`src/rtl/fetch_pc_unit_pkg.sv`:
```
// Shared definitions for the instruction-fetch front end.
package fetch_pc_unit_pkg;

    localparam int          XLEN                 = 32;
    localparam logic [31:0] RESET_VECTOR_DEFAULT = 32'h0000_0000;
    localparam logic [1:0]  ALIGN_MASK           = 2'b00;

    typedef enum logic [1:0] {
        IDLE = 2'd0,
        REQ  = 2'd1,
        WAIT = 2'd2,
        OUT  = 2'd3
    } fetch_state_t;

    function automatic logic is_aligned(input logic [1:0] low_bits);
        return low_bits == ALIGN_MASK;
    endfunction

endpackage

```
`src/rtl/fetch_pc_unit_if.sv`:
```
// Instruction-memory request/response and decode-side handshake bundle.
interface fetch_pc_unit_if #(
    parameter int XLEN = fetch_pc_unit_pkg::XLEN
);
    logic            imem_req;
    logic [XLEN-1:0] imem_addr;
    logic            imem_gnt;
    logic            imem_rvalid;
    logic [31:0]     imem_rdata;
    logic            if_valid;
    logic            if_ready;
    logic [XLEN-1:0] if_pc;
    logic [31:0]     if_instr;

    // Fetch unit side
    modport master (
        output imem_req, imem_addr, if_valid, if_pc, if_instr,
        input  imem_gnt, imem_rvalid, imem_rdata, if_ready
    );

    // Memory / decode side
    modport slave (
        input  imem_req, imem_addr, if_valid, if_pc, if_instr,
        output imem_gnt, imem_rvalid, imem_rdata, if_ready
    );
endinterface

```
`src/rtl/fetch_pc_unit.sv`:
```
// PC register and single-outstanding instruction-fetch sequencer.
module fetch_pc_unit
    import fetch_pc_unit_pkg::*;
#(
    parameter int              XLEN         = fetch_pc_unit_pkg::XLEN,
    parameter logic [XLEN-1:0] RESET_VECTOR = RESET_VECTOR_DEFAULT
) (
    input  logic             clk,
    input  logic             rst_n,
    output logic [XLEN-1:0]  pc_current,
    input  logic [XLEN-1:0]  pc_plus4,
    input  logic             redirect_valid,
    input  logic [XLEN-1:0]  redirect_target,
    output logic             misalign_exc,
    fetch_pc_unit_if.master  bus
);

    fetch_state_t    state, state_next;
    logic [XLEN-1:0] pc_next;
    logic            kill, kill_next;
    logic            halted, halted_next;
    logic            capture;
    logic            redir_ok, redir_bad;
    logic [XLEN-1:0] if_pc_q;
    logic [31:0]     if_instr_q;

    assign redir_ok  = redirect_valid &&  is_aligned(redirect_target[1:0]);
    assign redir_bad = redirect_valid && !is_aligned(redirect_target[1:0]);

    assign bus.imem_req  = (state == REQ);
    assign bus.imem_addr = pc_current;
    assign bus.if_valid  = (state == OUT);
    assign bus.if_pc     = if_pc_q;
    assign bus.if_instr  = if_instr_q;

    // State, PC and presented-instruction registers
    always_ff @(posedge clk or negedge rst_n) begin
        if (!rst_n) begin
            state        <= IDLE;
            pc_current   <= RESET_VECTOR;
            kill         <= 1'b0;
            halted       <= 1'b0;
            misalign_exc <= 1'b0;
            if_pc_q      <= '0;
            if_instr_q   <= '0;
        end else begin
            state        <= state_next;
            pc_current   <= pc_next;
            kill         <= kill_next;
            halted       <= halted_next;
            misalign_exc <= redir_bad;
            if (capture) begin
                if_pc_q    <= pc_current;
                if_instr_q <= bus.imem_rdata;
            end
        end
    end

    // Next-state, next-PC and kill/halt bookkeeping
    always_comb begin
        state_next  = state;
        pc_next     = pc_current;
        kill_next   = kill;
        halted_next = halted;
        capture     = 1'b0;

        // A redirect updates the PC/halt status regardless of state;
        // the per-state logic below only decides where the FSM goes.
        if (redir_ok) begin
            pc_next     = redirect_target;
            halted_next = 1'b0;
        end else if (redir_bad) begin
            halted_next = 1'b1;
        end

        case (state)
            IDLE: begin
                if (!halted_next) state_next = REQ;
            end
            REQ: begin
                // A grant alongside any redirect leaves a stale request in flight.
                if (bus.imem_gnt) begin
                    state_next = WAIT;
                    kill_next  = redirect_valid;
                end else if (redir_bad) begin
                    state_next = IDLE;
                end
            end
            WAIT: begin
                if (bus.imem_rvalid) begin
                    if (kill || redirect_valid) begin
                        kill_next  = 1'b0;
                        state_next = halted_next ? IDLE : REQ;
                    end else begin
                        capture    = 1'b1;
                        state_next = OUT;
                    end
                end else if (redirect_valid) begin
                    kill_next = 1'b1;
                end
            end
            OUT: begin
                if (redirect_valid) begin
                    state_next = redir_ok ? REQ : IDLE;
                end else if (bus.if_ready) begin
                    pc_next    = pc_plus4;
                    state_next = REQ;
                end
            end
            default: state_next = IDLE;
        endcase
    end

endmodule

```
`src/flat_wrapper.sv`:
```
// flat-port wrapper written by rule: the top's interface ports become plain ports
module fetch_pc_unit_flat import fetch_pc_unit_pkg::*;
#(
    parameter int              XLEN         = fetch_pc_unit_pkg::XLEN,
    parameter logic [XLEN-1:0] RESET_VECTOR = RESET_VECTOR_DEFAULT
)
  (clk, rst_n, pc_current, pc_plus4, redirect_valid, redirect_target, misalign_exc, bus_imem_req, bus_imem_addr, bus_if_valid, bus_if_pc, bus_if_instr, bus_imem_gnt, bus_imem_rvalid, bus_imem_rdata, bus_if_ready);
  fetch_pc_unit_if #(.XLEN(XLEN)) bus_i ();
  input  logic clk;
  input  logic rst_n;
  output logic [XLEN-1:0] pc_current;
  input  logic [XLEN-1:0] pc_plus4;
  input  logic redirect_valid;
  input  logic [XLEN-1:0] redirect_target;
  output logic misalign_exc;
  output wire logic [$bits(bus_i.imem_req)-1:0] bus_imem_req;
  output wire logic [$bits(bus_i.imem_addr)-1:0] bus_imem_addr;
  output wire logic [$bits(bus_i.if_valid)-1:0] bus_if_valid;
  output wire logic [$bits(bus_i.if_pc)-1:0] bus_if_pc;
  output wire logic [$bits(bus_i.if_instr)-1:0] bus_if_instr;
  input wire logic [$bits(bus_i.imem_gnt)-1:0] bus_imem_gnt;
  input wire logic [$bits(bus_i.imem_rvalid)-1:0] bus_imem_rvalid;
  input wire logic [$bits(bus_i.imem_rdata)-1:0] bus_imem_rdata;
  input wire logic [$bits(bus_i.if_ready)-1:0] bus_if_ready;
  assign bus_imem_req = bus_i.imem_req;
  assign bus_imem_addr = bus_i.imem_addr;
  assign bus_if_valid = bus_i.if_valid;
  assign bus_if_pc = bus_i.if_pc;
  assign bus_if_instr = bus_i.if_instr;
  assign bus_i.imem_gnt = bus_imem_gnt;
  assign bus_i.imem_rvalid = bus_imem_rvalid;
  assign bus_i.imem_rdata = bus_imem_rdata;
  assign bus_i.if_ready = bus_if_ready;
  fetch_pc_unit #(.XLEN(XLEN), .RESET_VECTOR(RESET_VECTOR)) u_core (.clk(clk), .rst_n(rst_n), .pc_current(pc_current), .pc_plus4(pc_plus4), .redirect_valid(redirect_valid), .redirect_target(redirect_target), .misalign_exc(misalign_exc), .bus(bus_i));
endmodule
```
`config.mk`:
```
export PLATFORM = sky130hd
export DESIGN_NAME = fetch_pc_unit_flat
export DESIGN_NICKNAME = d
export VERILOG_FILES = /design/src/rtl/fetch_pc_unit_pkg.sv /design/src/rtl/fetch_pc_unit_if.sv /design/src/rtl/fetch_pc_unit.sv /design/src/flat_wrapper.sv
export SDC_FILE = /design/constraint.sdc
export NUM_CORES = 1
export LEC_CHECK = 0
export ABC_CLOCK_PERIOD_IN_PS = 3450
export CORE_UTILIZATION = 44
export DETAILED_ROUTE_END_ITERATION = 6
export PLACE_DENSITY_LB_ADDON = 0.2
export SLEW_MARGIN = 20
export SYNTH_ARGS = -nofsm -noshare
export SYNTH_HDL_FRONTEND = slang
export SYNTH_SLANG_ARGS = --single-unit
```
`constraint.sdc`:
```
create_clock -name clk -period 3.45 [get_ports clk]
set_input_delay 0.5175 -clock clk [delete_from_list [all_inputs] [get_ports clk]]
set_output_delay 0.5175 -clock clk [all_outputs]
set_load 0.05 [all_outputs]
```
* Word-level counts from Yosys, hierarchy flattened *
Cells that the tools add are included.

cells by class
  reductions and logical operators = 9
  multiplexer cells = 24
  equal/unequal tests = 10

operators with widths
  cell                                           number
  two-way mux 32 bit                             4
  two-way mux 2 bit                              7
  two-way mux 1 bit                              11
  case mux 2 bit (4 select lines)                1
  AND reduction 4 bit                            2
  != test 3 x 2 -> 1 bit, second input constant  2
  == test 2 bit, second input constant           2
  logical NOT 2 bit                              2
  != test 2 bit, second input constant           2
  != test 3 x 1 -> 1 bit, second input constant  1
  != test 3 bit, second input constant           1
  == test 2 x 1 -> 1 bit, second input constant  1
  logical AND 1 bit                              2
  != test 2 x 1 -> 1 bit, second input constant  1
  case mux 1 bit (2 select lines)                1
  nonzero test 2 bit                             1
  logical NOT 1 bit                              1
  logical OR 1 bit                               1

storage, ports and cells
  input port bits = 102
  logic and storage cells = 50
  output and inout bits = 131
  bits in registers = 101

* Longest topological paths before layout *
  word-level depth = 9
  depth in mapped cells = 5
  mapped depth without buffers = 3

* Worst setup path after synthesis *
No wires, ideal clock.

  path type = register to output
  start point = register u_core.state[0]
  end point = output port bus_imem_req
  stages on the path, launching flop included = 3
  arrival = 1.224 ns
  buffers on the path = 0
  setup slack = 1.708 ns
  required time = 2.932 ns
  path through = dfrtp_1 inv_1 nor2_1

between the ends
  word-level cells in the longest chain between the ends = 1

ends and longest elaborated chain
  item                    RTL line             RTL
  from (decl)             fetch_pc_unit.sv:18  fetch_state_t state, state_next;
  from (signal assigned)  fetch_pc_unit.sv:47  state <= state_next;
  == test 2 x 1 -> 1 bit  fetch_pc_unit.sv:30  assign bus.imem_req = (state == REQ);
  to (decl)               flat_wrapper.sv:16   output wire logic [$bits(bus_i.imem_req)-1:0] bus_imem_req;

No other way between the ends.

* Final worst setup path *
Ends and elaborated chain as after synthesis.

==> metrics <==
Slew Limit Fails=0; Initial DRT Pass Iterations=4; number of cell rows=37; sequential cell area fraction in the yosys report=a little over half; fin nets=635; CTS buffer count=9; Die X-Extent=roughly 100 um; share of cells above drive strength 1=16.6%; CP Max Fanout=9; Post-Syn Area=4630 um2; final wirelength=11000 um; RD Place Congestion=0.838; CP Capture Type=output port; WS Path Type=reg2out; Req. time, crit path=2930 ps; first-pass GRT wire length=17400 um; met2 usage=35.1%; Worst slew margin=49.4%; slowest stage delay, CP=810 ps; worst path bufs/invs=2; Starting Density=45.1%; cts repair resizes=0; asr flop ratio synth=between 90% and 100%; register area=about 2500 um2; post-route ant nets=0; Layout fillers=790; final setup fails=0; Worst path slowest cell=clkdlybuf4s50_1; gr usage total=20.4%; number of synthesized flops with an enable pin=0; initial antenna violation count=0; Max Freq=between 0.4 and 0.5 GHz; Die ar.=10900 um2; final setup TNS=0 ps; Remaining Overflow, GRT=0; worst hold path type=in2async; DP Wirelength=8090 um; GR Layer Usage met1=25.1%; CTS tree=built; gr busiest metal=met2; Diodes inserted=0; Distinct cells, synth=31; clock latency on the worst-skew pair=350 ps; ys flop type=dfrtp_1; Worst-path clk slew=90 ps; clock skew=around 13 ps; PortBufs=232; Final Hold Fails=0; DR DRC count=0; post-layout min period=~2500 ps; via density per instance=4.86; Root Buffer=clkbuf_8; family with the most delay on the worst path=buffers and inverters; drt wl/cell=16.3 um; outcome=finished, final reports clean; P&R area growth vs syn=51.0%; Die Ht=105 um; CTS H-Tree Depth=3; Mapped Nets=436; multi-input combinational cell area=around 1700 um2; Placeable Area=10300 um2; Worst setup SP type=flip-flop; Synth Instances=334; crit path DAT=1960 ps; Worst-Margin Slew=759 ps; Final period util=71.9%; most frequent cells in the layout=clkdlybuf4s50_1, dfrtp_1, mux2_4; num ports=233; CP Depth=3; Post-CTS Setup Inserts=0; R2R depth=4; Longest Clk Path Bufs=2; DR iter-0 viols=141; met3 usage=6.11%; largest net degree at the start of global routing=55; vias in the first global route=3235; RSZ-0062 raised after global routing=no; yosys warns=0; critical path, cell by cell=inv_1, nor2_1, clkdlybuf4s50_1; hold buffers post-CTS=0; most common cell after layout, fill and taps aside=clkdlybuf4s50_1; max cap viols=0; Yosys reg bits=between 100 and 150; synthesized area per cell=13.9 um2; clk sinks=101; Via Count=3273
synthesized netlist by cell type (2+ instances only):
cell type    n  area share [%]
a21oi_1      2            0.22
a22o_1       2            0.38
buf_2        2            0.22
buf_4       32             5.2
buf_6        9             2.2
clkbuf_1     6            0.49
dfrtp_1    101              55
inv_1        2            0.16
mux2_2       4            0.97
mux2_4      60              19
mux2i_1     30             6.5
nand2_1     32             2.6
nand2b_1     2            0.27
nor2_1       3            0.24
o21ai_0     29             3.1
o21ai_1      3            0.32
sequential cells by signal, indices dropped and copies added, names as in the netlist:
register,cells
u_core.bus.if_instr,32
u_core.bus.if_pc,32
u_core.bus.imem_addr,32
u_core.state,2
u_core.halted,1
u_core.kill,1
u_core.misalign_exc,1
cell type report:
cell class	instances	area share (%)
clock inverters	4	0.465
clock buffers	11	2.16
flip-flops and latches	101	36.1
well taps	136	2.43
inverters	2	0.107
multi-input cells	182	24.7
repair buffers	237	34.0
layer usage:
layer / up-vias / share of wire [%] / wire (um)
li1: 1521 / - / -
met1: 1608 / 41 / 4490
met2: 134 / 52 / 5650
met3: 10 / 6.5 / 713
met4: 0 / 1.0 / 112
met5: - / 0 / 0
cell families (layout without fill, tap and decap cells):
| group | count (synthesis) | after routing | synth area share, % |
|---|---|---|---|
| simple gates | 48 | 48 | 5.62 |
| mux | 94 | 94 | 26.9 |
| buf+inv | 51 | 254 | 8.23 |
| flops | 101 | 101 | 54.5 |
| compound gates | 40 | 40 | 4.72 |
worst paths after layout:
check / endpoint / from / slack, ps
worst max-delay path: bus_imem_req / u_core.state[0] / 970
worst min-delay path: u_core.bus.if_instr[9] / rst_n / 170
worst max register to register: u_core.bus.if_instr[28] / u_core.state[0] / 1390
worst min register to register: u_core.halted / u_core.halted / 510
max in group asynchronous: u_core.bus.if_pc[31] / rst_n / 2570
min in group clk: u_core.halted / u_core.halted / 510
metrics by stage:
step                hold WS, ps  utilization (%)  cell area (um2)  instances  setup WS [ps]
floorplan                   222                -             4630        334           1710
global placement            490             66.3             6810        658            950
detailed placement          480             66.3             6810        658            875
CTS                         173             68.1             7000        673            934
global route                193             68.1             7000        673            865
finish                      170             68.1             7000        673            971
Power is left out: the tool's default activity adds up to more than one toggle a clock period on the data nets, which glitch-free logic cannot reach.
